## src/rtl/std_pipereg_pkg.sv

```systemverilog
// Shared helpers for the std_pipereg handshaked pipeline register.
// Only the occupancy-count width lives here; each stage keeps its own plain types.
package std_pipereg_pkg;

  function automatic int std_pipereg_cntw(input int depth);
    return $clog2(depth + 2);
  endfunction

endpackage

```

## src/rtl/std_pipereg_stage.sv

```systemverilog
// One pipeline stage: valid bit plus data register; 1-cycle latency, holds while load is low.
// Data loads only under an incoming valid beat; flush drops the valid bit and keeps the data.
module std_pipereg_stage #(
  parameter int               WIDTH       = 1,
  parameter logic [WIDTH-1:0] RESET_VALUE = '0
) (
  input  logic             clk,
  input  logic             reset,
  input  logic             flush,
  input  logic             load,
  input  logic             vin,
  input  logic [WIDTH-1:0] din,
  output logic             vout,
  output logic [WIDTH-1:0] dout
);

  logic             v_q, v_d;
  logic [WIDTH-1:0] d_q, d_d;

  always_comb begin
    v_d = v_q;
    d_d = d_q;
    if (load) begin
      v_d = vin;
      if (vin) d_d = din;
    end
    if (flush) begin
      v_d = 1'b0;
      d_d = d_q;
    end
  end

  always_ff @(posedge clk) begin
    if (reset) begin
      v_q <= 1'b0;
      d_q <= RESET_VALUE;
    end else begin
      v_q <= v_d;
      d_q <= d_d;
    end
  end

  assign vout = v_q;
  assign dout = d_q;

endmodule

```

## src/rtl/std_pipereg.sv

```systemverilog
// DEPTH-stage valid/ready pipeline register with bubble collapse, flush and occupancy count; latency DEPTH.
// Optional STD_PIPEREG_SKID_EN adds a one-entry skid so in_ready is registered instead of combinational from out_ready.
module std_pipereg
  import std_pipereg_pkg::*;
#(
  parameter int               WIDTH       = 1,
  parameter int               DEPTH       = 1,
  parameter logic [WIDTH-1:0] RESET_VALUE = '0
) (
  input  logic                                 clk,
  input  logic                                 reset,
  input  logic                                 flush,
  input  logic                                 in_valid,
  output logic                                 in_ready,
  input  logic [WIDTH-1:0]                     in_data,
  output logic                                 out_valid,
  input  logic                                 out_ready,
  output logic [WIDTH-1:0]                     out_data,
  output logic [std_pipereg_cntw(DEPTH)-1:0]   count
);

  localparam int CW = std_pipereg_cntw(DEPTH);

  logic [DEPTH-1:0] v, adv, st_vin;
  logic [WIDTH-1:0] d      [DEPTH];
  logic [WIDTH-1:0] st_din [DEPTH];
  logic             adv_run;
  logic             src_v, accept, pop;
  logic [WIDTH-1:0] src_d;
  logic [CW-1:0]    count_q, count_d;

  // A stage may advance if it or any stage downstream of it is empty.
  always_comb begin
    adv_run = out_ready;
    adv     = '0;
    for (int i = DEPTH - 1; i >= 0; i--) begin
      adv_run = adv_run | ~v[i];
      adv[i]  = adv_run;
    end
  end

`ifdef STD_PIPEREG_SKID_EN
  logic             skid_v_q, skid_v_d;
  logic [WIDTH-1:0] skid_data_q, skid_data_d;

  assign in_ready = ~skid_v_q & ~flush & ~reset;
  assign accept   = in_valid & in_ready;
  assign src_v    = skid_v_q | accept;
  assign src_d    = skid_v_q ? skid_data_q : in_data;

  always_comb begin
    skid_v_d    = skid_v_q;
    skid_data_d = skid_data_q;
    if (skid_v_q && adv[0]) skid_v_d = 1'b0;
    if (accept && !adv[0]) begin
      skid_v_d    = 1'b1;
      skid_data_d = in_data;
    end
    if (flush) skid_v_d = 1'b0;
  end

  always_ff @(posedge clk) begin
    if (reset) begin
      skid_v_q    <= 1'b0;
      skid_data_q <= RESET_VALUE;
    end else begin
      skid_v_q    <= skid_v_d;
      skid_data_q <= skid_data_d;
    end
  end
`else
  assign in_ready = adv[0] & ~flush & ~reset;
  assign accept   = in_valid & in_ready;
  assign src_v    = accept;
  assign src_d    = in_data;
`endif

  for (genvar i = 0; i < DEPTH; i++) begin : g_stage
    if (i == 0) begin : g_head
      assign st_vin[i] = src_v;
      assign st_din[i] = src_d;
    end else begin : g_body
      assign st_vin[i] = v[i-1];
      assign st_din[i] = d[i-1];
    end

    std_pipereg_stage #(
      .WIDTH       (WIDTH),
      .RESET_VALUE (RESET_VALUE)
    ) u_stage (
      .clk   (clk),
      .reset (reset),
      .flush (flush),
      .load  (adv[i]),
      .vin   (st_vin[i]),
      .din   (st_din[i]),
      .vout  (v[i]),
      .dout  (d[i])
    );
  end

  assign pop = v[DEPTH-1] & out_ready;

  always_comb begin
    count_d = count_q;
    if (accept && !pop)      count_d = count_q + CW'(1);
    else if (!accept && pop) count_d = count_q - CW'(1);
    if (flush) count_d = '0;
  end

  always_ff @(posedge clk) begin
    if (reset) count_q <= '0;
    else       count_q <= count_d;
  end

  assign out_valid = v[DEPTH-1];
  assign out_data  = d[DEPTH-1];
  assign count     = count_q;

endmodule
```

## config.mk

```make
export PLATFORM = sky130hd
export DESIGN_NAME = std_pipereg
export DESIGN_NICKNAME = d
export VERILOG_FILES = /design/src/rtl/std_pipereg_pkg.sv /design/src/rtl/std_pipereg_stage.sv /design/src/rtl/std_pipereg.sv
export SDC_FILE = /design/constraint.sdc
export NUM_CORES = 1
export LEC_CHECK = 0
export CORE_AREA = 2 2 39 41
export DETAILED_ROUTE_END_ITERATION = 10
export DIE_AREA = 0 0 41 43
export GPL_ROUTABILITY_DRIVEN = 0
export PLACE_DENSITY = 0.36
export SYNTH_ARGS = -nofsm -noshare
export SYNTH_HDL_FRONTEND = slang
export SYNTH_SLANG_ARGS = --single-unit
```

## constraint.sdc

```tcl
create_clock -name clk -period 2.4 [get_ports clk]
set_clock_uncertainty 0.2 [all_clocks]
set_input_delay 0.48 -clock clk [delete_from_list [all_inputs] [get_ports clk]]
set_output_delay 0.48 -clock clk [all_outputs]
set_load 0.005 [all_outputs]
```

==> summary.txt <==
Drt
  • Vias: 214
  • Routed WL: 486 µm
  • Vias per cell: 3.963
  • First drt pass iteration count: 2
  • Wirelength per Cell: 9.000 µm
  • DRT antenna net count: 0
  • Initial drt markers: 3
  • Drt drc: 0

Global route
  • Largest net degree at the start of global routing: 4
  • Number of global-route vias before repair: 226
  • Grt ovf: 0
  • Total track usage: 0.07739
  • First-pass GRT wire length: 862 µm
  • Initial antenna violation count: 0

Cells and area
  • Final nets: 47
  • Most frequent cells in the layout: clkdlybuf4s50_1, dfxtp_1, buf_4
  • Layout cells sized above 1: 0.2105
  • Post-route cell area: 370.4 µm²
  • Utilization after layout: 0.2676
  • Commonest non-fill, non-tap cell in the layout: clkdlybuf4s50_1
  • Area Growth Syn to Fin: 86.16%
  • Finished Layout Cells: 54
  • Diode count: 0

Clock network
  • Clock latency on the worst-skew pair: 240 ps
  • CTS root buffer: clkbuf_4
  • Depth of the CTS H-tree: 1
  • CTS max path bufs: 2
  • Hold-fix buffers, CTS: 0
  • CTS resizes: 1
  • Clock transition at the registers of the reported paths: 40 ps
  • Clk sink count: 4
  • Num CTS Buffers: 3
  • CTS tree: yes
  • Post-CTS Setup Inserts: 0

Die
  • Starting Density: 0.1438
  • CORE AREA: 1384 µm²
  • Row count: 14
  • Die W: 41 µm
  • Die H: 43 µm
  • Die area: 1763 µm²
  • Ports: 11

Critical path
  • WS Path Type: in2out
  • CP Capture Type: primary output
  • Reg-to-reg slack, setup: 630 ps
  • R2r worst-path depth: 6
  • Worst-path fanout max: 2
  • CP Data Arrival Time: 1490 ps
  • RR Startpoint: g_stage[0].u_stage.vout$_SDFFE_PP0N_
  • Worst path bufs/invs: 2
  • Startpoint Class: input pin
  • Reg-to-reg critical path endpoint: count[1]$_SDFFE_PP0P_
  • Slowest cell on crit path: clkdlybuf4s50_1
  • Largest stage delay, worst path: 520 ps
  • Critical path cell sequence: clkdlybuf4s50_1, nor2b_4, nor3_1, dlygate4sd2_1
  • WP data required: 1720 ps
  • Delay-heaviest family, CP: buffers and inverters

Worst hold path
  • Class of the worst hold path: reg2reg
  • Hold worst-path end: g_stage[0].u_stage.dout$_SDFFE_PP0P_
  • Hold Crit Depth: 2
  • Hold path start: g_stage[0].u_stage.dout$_SDFFE_PP0P_

Synthesis
  • Synthesis Warnings: 0
  • Mean Syn Cell Area: 9.473 µm²
  • Sequential area share after synthesis: 0.4025
  • Synthesized area: 198.9 µm²
  • Register bit total from synthesis: 4
  • Syn_nets: 28
  • Cells after synthesis: 21
  • Netlist cell types: 16

Placement
  • Detailed placement HPWL: 404.4 µm
  • Placed Area: 349.1 µm²
  • Port buffer count: 10
  • Place WS: -63.48 ps
  • Placed cells: 51

Power
  • Clk network pwr share: 0.449
  • Switching share of power: 0.2254
  • Switching pwr: 43.18 µW
  • P_int: 148.4 µW
  • Reg power frac: 0.373
  • Leakage: 0.0001497 µW
  • Comb pwr share: 0.178
  • Total power per unit cell area: 517.2 nW/µm²
  • Peak VDD IR: 0.1736 mV

STA
  • Final hold vios: 0
  • Max Slew Vio Count: 0
  • RSZ-0062 raised after global routing: no
  • Tmin final: 2169 ps
  • PnR worst setup slack: 230.6 ps
  • Setup TNS: 0 ps
  • Slew headroom: 0.8696
  • Tightest Pin Transition: 194.0 ps
  • Max Clk Rate: 0.4610 GHz
  • Endpoints failing setup: 0
  • Period utilization: 0.9039

Run
  • Max-cap violations: 0

Outcome
  • Outcome: finished, final reports clean
[tightest hold or removal path: stages, from the launching register on]
cell,delay (ps)
dfxtp_1,300
o21ai_1,70
a21oi_1,70
[layer usage]
metal	track usage	wire (µm)
met1	0.09355	216
met2	0.09063	215
met3	0.03665	53
met4	0.08000	0
met5	0	0
[worst max-delay path by stage]
stage | startpoint | endpoint | slack [ps] | depth (start not counted)
floorplan | reset | count[1]$_SDFFE_PP0P_ | 520 | 5
global placement | out_ready | in_ready | -70 | 4
detailed placement | out_ready | in_ready | -60 | 4
CTS | out_ready | in_ready | 220 | 4
global route | out_ready | count[1]$_SDFFE_PP0P_ | 130 | 7
finish | out_ready | in_ready | 230 | 4
[cell families (layout without fill, tap and decap cells)]
| kind of cell | Yosys count | in the layout | share of synthesized area |
|---|---|---|---|
| adder cells (fa/ha/maj) | 1 | 1 | 0.06288 |
| AO/OA/AOI/OAI | 5 | 5 | 0.1509 |
| XOR/XNOR | 2 | 2 | 0.08807 |
| flip-flops | 4 | 4 | 0.4025 |
| buffers and inverters | 0 | 17 | 0 |
| AND/OR/NAND/NOR | 9 | 9 | 0.2956 |
[state kept, by name, summed over array words and instances (netlist names)]
name,cells
g_stage.u_stage.vout,1
count,2
g_stage.u_stage.dout,1
[final cells by class]
type                       instances  area (µm²)
timing repair buffer              14       128.9
tap                               16       20.02
clock buffer                       3       22.52
sequential                         4       80.08
multi-input combinational         17       118.9
fill                             155        1013
[stage by stage]
stage / hold slack (ps) / power [µW]
floorplan: 268.6 / 83.60
global placement: 267.3 / 107.5
detailed placement: 284.5 / 107.5
CTS: 294.1 / 197.3
global route: 319.0 / 208.9
finish: 285.9 / 191.6
[cells in the mapped netlist]
cell,instances,area (µm²)
a21boi_1,1,7.510
a21oi_1,1,5.000
and2_1,1,6.260
dfxtp_1,4,80.08
ha_1,1,12.51
nand2_1,1,3.750
nand2b_1,1,6.260
nor2_1,1,3.750
nor2b_4,1,13.76
nor3_1,2,10.01
o21a_1,1,7.510
o21ai_0,1,5.000
o21ai_1,1,5.000
or3_1,1,6.260
or3b_1,1,8.760
xor2_1,2,17.52
[power groups by stage]
stage	registers [µW]	clock network, µW	logic (µW)
4_1_cts	71.4	91.3	34.6
3_5_place_dp	72.5	0	35.0
6_report	71.4	86.0	34.2
5_1_grt	71.7	99.5	37.6
3_3_place_gp	72.5	0	35.0
2_1_floorplan	72.6	0	11.0
No activity file was read; power rests on OpenSTA's default activity.
